### src/rtl/alu_issue_ctrl.sv
// Issue/writeback controller around the combinational ALU: accepts one command,
// drives registered ALU inputs, captures result and flags, writes back and presents it.
module alu_issue_ctrl #(
  parameter int DATA_W   = 4,
  parameter int NUM_REGS = 4,
  parameter int REG_AW   = 2
) (
  input  logic              clk,
  input  logic              rst_n,
  input  logic              in_valid,
  output logic              in_ready,
  input  logic [2:0]        in_op,
  input  logic [REG_AW-1:0] in_rd,
  input  logic [REG_AW-1:0] in_rs1,
  input  logic [REG_AW-1:0] in_rs2,
  input  logic              in_imm_en,
  input  logic [DATA_W-1:0] in_imm,
  output logic [2:0]        alu_sel,
  output logic [DATA_W-1:0] alu_a,
  output logic [DATA_W-1:0] alu_b,
  input  logic [DATA_W-1:0] alu_result,
  input  logic              alu_overflow,
  input  logic              alu_carry,
  output logic              out_valid,
  input  logic              out_ready,
  output logic [DATA_W-1:0] out_data,
  output logic [REG_AW-1:0] out_rd,
  output logic              flag_z,
  output logic              flag_c,
  output logic              flag_v,
  input  logic [REG_AW-1:0] dbg_addr,
  output logic [DATA_W-1:0] dbg_data
);

  typedef enum logic [1:0] {IDLE, EXEC, WB} state_e;

  state_e              state_q, state_d;
  logic [DATA_W-1:0]   rf_q [NUM_REGS];
  logic [2:0]          sel_q;
  logic [DATA_W-1:0]   a_q, b_q, data_q;
  logic [REG_AW-1:0]   rd_q, out_rd_q;
  logic                z_q, c_q, v_q;
  logic                accept, exec;
  logic [DATA_W-1:0]   rs1_val, rs2_val;

  // r0 is hard zero on every read port regardless of the storage behind it
  assign rs1_val  = (in_rs1   == '0) ? '0 : rf_q[in_rs1];
  assign rs2_val  = (in_rs2   == '0) ? '0 : rf_q[in_rs2];
  assign dbg_data = (dbg_addr == '0) ? '0 : rf_q[dbg_addr];

  assign accept = in_valid && in_ready;
  assign exec   = (state_q == EXEC);

  always_comb begin
    state_d   = state_q;
    in_ready  = 1'b0;
    out_valid = 1'b0;
    case (state_q)
      IDLE: begin
        in_ready = 1'b1;
        if (in_valid) state_d = EXEC;
      end
      EXEC: state_d = WB;
      WB: begin
        out_valid = 1'b1;
        if (out_ready) state_d = IDLE;
      end
      default: state_d = IDLE;
    endcase
  end

  always_ff @(posedge clk or negedge rst_n) begin
    if (!rst_n) state_q <= IDLE;
    else        state_q <= state_d;
  end

  always_ff @(posedge clk or negedge rst_n) begin
    if (!rst_n) begin
      sel_q <= '0;
      a_q   <= '0;
      b_q   <= '0;
      rd_q  <= '0;
    end else if (accept) begin
      sel_q <= in_op;
      a_q   <= rs1_val;
      b_q   <= in_imm_en ? in_imm : rs2_val;
      rd_q  <= in_rd;
    end
  end

  // Carry/overflow only carry meaning for add/sub; other ops clear them
  always_ff @(posedge clk or negedge rst_n) begin
    if (!rst_n) begin
      data_q   <= '0;
      out_rd_q <= '0;
      z_q      <= 1'b0;
      c_q      <= 1'b0;
      v_q      <= 1'b0;
    end else if (exec) begin
      data_q   <= alu_result;
      out_rd_q <= rd_q;
      z_q      <= (alu_result == '0);
      c_q      <= (sel_q[2:1] == 2'b00) ? alu_carry    : 1'b0;
      v_q      <= (sel_q[2:1] == 2'b00) ? alu_overflow : 1'b0;
    end
  end

  always_ff @(posedge clk or negedge rst_n) begin
    if (!rst_n) begin
      for (int i = 0; i < NUM_REGS; i++) rf_q[i] <= '0;
    end else if (exec && (rd_q != '0)) begin
      rf_q[rd_q] <= alu_result;
    end
  end

  assign alu_sel  = sel_q;
  assign alu_a    = a_q;
  assign alu_b    = b_q;
  assign out_data = data_q;
  assign out_rd   = out_rd_q;
  assign flag_z   = z_q;
  assign flag_c   = c_q;
  assign flag_v   = v_q;

endmodule

### config.mk
export PLATFORM = sky130hd
export DESIGN_NAME = alu_issue_ctrl
export DESIGN_NICKNAME = d
export VERILOG_FILES = /design/src/rtl/alu_issue_ctrl.sv
export SDC_FILE = /design/constraint.sdc
export NUM_CORES = 1
export LEC_CHECK = 0
export BUFFER_PORTS_ARGS = -buffer_cell sky130_fd_sc_hd__buf_4
export CAP_MARGIN = 10
export CELL_PAD_IN_SITES_DETAIL_PLACEMENT = 1
export CELL_PAD_IN_SITES_GLOBAL_PLACEMENT = 1
export CORE_MARGIN = 1.5
export CORE_UTILIZATION = 39
export CTS_CLUSTER_DIAMETER = 200
export CTS_CLUSTER_SIZE = 28
export DETAILED_ROUTE_END_ITERATION = 7
export PLACE_DENSITY_LB_ADDON = 0.1
export SLEW_MARGIN = 15
export SYNTH_ARGS = -nofsm -noshare
export SYNTH_HDL_FRONTEND = slang
export SYNTH_SLANG_ARGS = --single-unit
### constraint.sdc
create_clock -name clk -period 1.7 [get_ports clk]
set_input_delay 0.255 -clock clk [delete_from_list [all_inputs] [get_ports clk]]
set_output_delay 0.255 -clock clk [all_outputs]
set_load 0.02 [all_outputs]
Word level (Yosys, flattened, before mapping)
Cells that the tools add are included.
Widths: inputs -> output; s select.

operators by class
  magnitude comparators = 5
  eq/ne operators = 4
  mux-type cells = 23
  bitwise operators = 4
  reductions and logical operators = 11

operators by type and width
  operator            number
  $mux 4              11
  $bmux 4 s2          3
  $bwmux 16           1
  $ge 3x3->1 const B  4
  $not 2->3           4
  $logic_not 2->1     5
  $demux 4 s2         1
  $pmux 2 s3          1
  $logic_not 4->1     1
  $mux 1              4
  $mux 2              2
  $ne 2x2->1 const B  2
  $logic_and 1x1->1   3
  $lt 3x1->1 const B  1
  $eq 2x1->1 const B  1
  $eq 2x2->1 const B  1
  $reduce_and 2->1    1
  $reduce_bool 2->1   1

storage, ports and cells
  register bits after elaboration = 40
  output and inout port bits = 26
  word-level logic and storage cells = 61

Logic depth before layout (Yosys ltp)
  word-level depth = 6
  gate-level depth with buffers = 4

Least setup slack after synthesis
Ideal clock, no wire load.

  path kind = reg-to-reg
  start = register state_q[1]
  end = register rf_q[10] (netlist name)
  arrival time = 1228 ps
  setup slack = 348 ps
  stages on the path, launching flop included = 4
  buffers on the path = 0
  cell sequence = dfrtp_1 -> nand2b_2 -> nor3b_4 -> mux2_2

on the way
  longest elaborated chain between the ends = 2

ends and longest elaborated chain
  item                            RTL line  RTL
  start: declaration              37        state_e state_q, state_d;
  start signal: assignment        74        else state_q <= state_d;
  $eq 2x1->1                      52        assign exec = (state_q == EXEC);
  $logic_and 1x1->1               111       end else if (exec && (rd_q != '0)) begin
  end signal: indexed assignment  112       rf_q[rd_q] <= alu_result;
  end: declaration                38        logic [DATA_W-1:0] rf_q [NUM_REGS];

No other way between the ends.
A chain may end at the register's enable or synchronous reset.

Final worst setup path
  start = register rf_q[10] (netlist name)
  end = output port dbg_data[2]

on the way
  longest elaborated chain between the ends = 4

ends and longest elaborated chain
  item                                       RTL line  RTL
  $bmux 4 s2                                 49        assign dbg_data = (dbg_addr == '0) ? '0 : rf_q[dbg_addr];
  $mux 4 (implied by the code) (2 in a row)  49
  $mux 4                                     49
  end: declaration                           32        output logic [DATA_W-1:0] dbg_data

No other way between the ends. The select of a mux whose other input is x is not followed.

==> results.py <==
metrics = {
    "routing": {
        "via_count_of_the_routed_design": 1245,
        "wire_length_on_met1_mm": 1.735,
        "wl_met2_mm": 2.118,
        "wl_per_cell_um": 17.40,
        "dr.first_iter.drc_count": 47,
        "routed_via_density": 5.275,
        "finalWirelength_mm": 4.107,
        "drc_errors": 0,
        "detailroute.wirelength.met3_um": 181,
        "antenna_left": 0,
        "route.top_layer_used": "met4",
        "detail_route.first_pass.iterations": 4,
    },
    "floorplan": {
        "die_y_um": 67.81,
        "floorplan_die_area_um2": 4598,
        "io_pins": 52,
        "floorplan.die.width_um": 67.81,
        "placement_rows": 23,
        "core_area_um2": 4029,
        "floorplan.initialDensity_pct": 40.65,
    },
    "critical_path": {
        "worst_setup_path_end_kind": "output port",
        "crit_path_max_fanout": 4,
        "worst-setup-path-type": "reg -> out",
        "crit_path_cell_trace": "mux2_2 > a22o_1 > buf_4",
        "capture_point_of_the_worst_reg_to_reg_path": "rf_q[10]$_DFFE_PN0P_",
        "timing.critical_path.buf_inv": 1,
        "worstReg2RegStart": "state_q[1]$_DFFE_PN0P_",
        "reg2reg_setup_slack_ps": 220,
        "critPathSlowestCell": "dfrtp_1",
        "worstRegToRegCells": 3,
        "critical_path.top_delay_family": "flip-flops",
        "critical_path_s_largest_stage_delay_ps": 440,
        "critPathRequiredTime_ps": 1440,
        "crit_path_start_kind": "flop",
        "cp_data_arrival_time_ps": 1340,
    },
    "power_and_ir_drop": {
        "p_int_w": 0.002588,
        "power.net_switching_w": 0.001600,
        "power_switching_share_pct": 38.20,
        "power_density_nw_per_um2": 1912,
        "clkPwrFrac_pct": 14.9,
        "power.share.combinational_pct": 44.5,
        "standby_leakage_power_nw": 0.9941,
        "power_frac_seq_pct": 40.6,
        "vdd_ir_drop_max_mv": 0.8009,
    },
    "min_path": {
        "worst_hold_path_type": "in -> reg",
        "timing.hold.worst_endpoint": "state_q[1]$_DFFE_PN0P_",
        "holdPathStages": 2,
        "worstHoldStart": "out_ready",
    },
    "yosys": {
        "synth.yosys.warnings": 0,
        "synth-seq-cells": 36,
        "synthCells": 127,
        "ys_dominant_reg_cell": "dfrtp_1",
        "mappedNetlistArea_um2": 1638,
        "synth.net_count": 153,
        "post_synth_num_cell_types": 22,
        "postSynthAreaPerCell_um2": 12.90,
        "synth.yosys.seq_area_share_pct": 55.00,
        "number_of_enable_flip_flop_cells_after_synthesis": 0,
        "async_reset_ff_share_pct": 100.0,
    },
    "placement": {
        "detailedPlacementHpwl_mm": 3.099,
        "gp_congestion": 0.8007,
        "numPlacedInstances": 227,
        "place.port_buffers": 51,
    },
    "clocking": {
        "tritoncts": "done",
        "clock-root-buffer": "clkbuf_8",
        "number_of_buffers_added_by_the_clock_tree_synthesis_step": 5,
        "clk_pin_slew_worst_paths_ps": 70,
        "cts.path.max_buffers": 2,
        "htree_num_levels": 2,
        "worst_skew_late_latency_ps": 290,
        "numClockSinks": 36,
    },
    "finish": {
        "num-nets-final": 211,
        "final_design_utilization_pct": 54.35,
        "num_antenna_cells": 0,
        "drive_gt1_share_pct": 52.15,
        "final_standard_cell_count_with_taps_included_and_fillers_excluded": 236,
        "synthToLayoutAreaGrowth_pct": 33.69,
    },
    "timing": {
        "maxSlewHeadroom_pct": 69.82,
        "timing.fmax_mhz": 626.1,
        "worst_clock_skew_ps": 2.876,
        "setup_viol": 0,
        "final_period_minus_worst_setup_slack_ps": 1597,
        "slew_violations": 0,
        "worst_pin_slew_ps": 452.7,
        "period_utilization_post_route_pct": 93.95,
        "hold_viol": 0,
        "rsz0062_at_grt": "false",
        "fin_tns_setup_ps": 0,
    },
    "outcome": {
        "run_status": "finished clean",
    },
    "global_routing": {
        "grt_antenna_before_repair": 0,
        "grt_first_pass_wirelength_mm": 6.437,
        "grt_max_degree": 37,
        "number_of_global_route_vias_before_repair": 1264,
        "globalRouteTotalUtil_pct": 19.73,
        "globalRouteOverflowTotal": 0,
    },
    "run": {
        "max_cap_viol_count": 0,
    },
}
==> state kept, by name, indices dropped and copies added, names as in the netlist <==
register  flops
alu_b         4
flag_v        1
alu_a         4
flag_z        1
rd_q          2
out_data      4
state_q       2
alu_sel       3
out_rd        2
rf_q         12
flag_c        1
==> worst register-to-register path, stage by stage, from the launching register on <==
cell and delay (ps):
dfrtp_1 450, nand2b_2 240, nor3b_4 310, mux2_2 370
==> power groups by stage <==
stage | registers [W] | clock network [W] | logic (W)
floorplan | 0.00185 | 0 | 0.000894
global placement | 0.00167 | 0 | 0.00182
detailed placement | 0.00171 | 0 | 0.00187
CTS | 0.00169 | 0.000641 | 0.00188
global route | 0.00175 | 0.000676 | 0.00204
finish | 0.00170 | 0.000624 | 0.00186
==> layer usage <==
| metal | GRT usage [%] | vias to the layer above |
|---|---|---|
| met2 | 34.19 | 31 |
| met1 | 23.65 | 622 |
| met5 | 0 | - |
| met3 | 4.167 | 8 |
| met4 | 8.250 | 0 |
| li1 | - | 584 |
==> stage by stage <==
step / power (W) / cell area, um^2 / setup WS (ps) / hold WS (ps)
6_report: 0.004187 / 2190 / 102.9 / 157.0
4_1_cts: 0.004218 / 2183 / 96.27 / 157.5
3_3_place_gp: 0.003483 / 2083 / 294.1 / 224.3
2_1_floorplan: 0.002745 / 1638 / 347.6 / -40.59
5_1_grt: 0.004466 / 2190 / 61.46 / 175.0
3_5_place_dp: 0.003579 / 2083 / 172.5 / 241.8
==> final cells by class <==
cell class	instances	area, um^2
timing repair buffer	54	407.9
fill	444	1839
inverter	1	3.754
tap	50	62.56
multi-input combinational	87	724.4
sequential	36	900.9
clock buffer	8	90.09
==> cell usage after synthesis, types with 2 or more instances <==
cell	instances	share of area (%)
a21oi_1	4	1.2
a22o_1	6	3.2
a22oi_1	8	3.7
a31oi_1	4	1.5
buf_2	3	0.92
dfrtp_1	36	55
mux2_2	34	23
nand2_1	7	1.6
nor2_1	9	2.1
nor2b_1	3	1.1
o21ai_0	2	0.61
==> worst max path at each step <==
stage | slack, ps | startpoint | end | depth (start not counted)
floorplan | 350 | state_q[1]$_DFFE_PN0P_ | rf_q[10]$_DFFE_PN0P_ | 3
global placement | 290 | state_q[1]$_DFFE_PN0P_ | rf_q[8]$_DFFE_PN0P_ | 3
detailed placement | 170 | state_q[1]$_DFFE_PN0P_ | alu_b[2]$_DFFE_PN0P_ | 4
CTS | 100 | rf_q[1]$_DFFE_PN0P_ | dbg_data[1] | 3
global route | 60 | rf_q[11]$_DFFE_PN0P_ | dbg_data[3] | 3
finish | 100 | rf_q[10]$_DFFE_PN0P_ | dbg_data[2] | 3
==> logic make-up after synthesis <==
| family | count (synthesis) | share of synthesized area, % |
|---|---|---|
| buf+inv | 4 | 1.145 |
| mux | 34 | 23.38 |
| flops | 36 | 55.00 |
| compound gates | 24 | 10.24 |
| simple gates | 29 | 10.24 |
==> cells in the final DEF (no fill, tap or decap) <==
master and count:
nor2b_1 3, nand3b_1 1, nand2b_2 1, clkbuf_8 6, clkbuf_1 2, a21oi_1 4, nor3_1 1, a22oi_1 8
mux2_2 34, nand2b_1 1, dfrtp_1 36, a31oi_1 4, inv_1 1, buf_4 53, nor2_1 9, nand4b_1 1
nor3b_1 1, o21ai_0 2, or4_1 1, dlygate4sd3_1 1, nor3b_4 2, nand2_1 7, a22o_1 6, nor2_2 1
==> repair_timing <==
action | CTS | global route
hold endpoints to repair | 36 | 0
hold buffers | 1 | 0
setup endpoints to repair | 0 | 1
setup buffers | 0 | 0
resized for setup | 0 | 1
(Power assumes the default switching activity.)
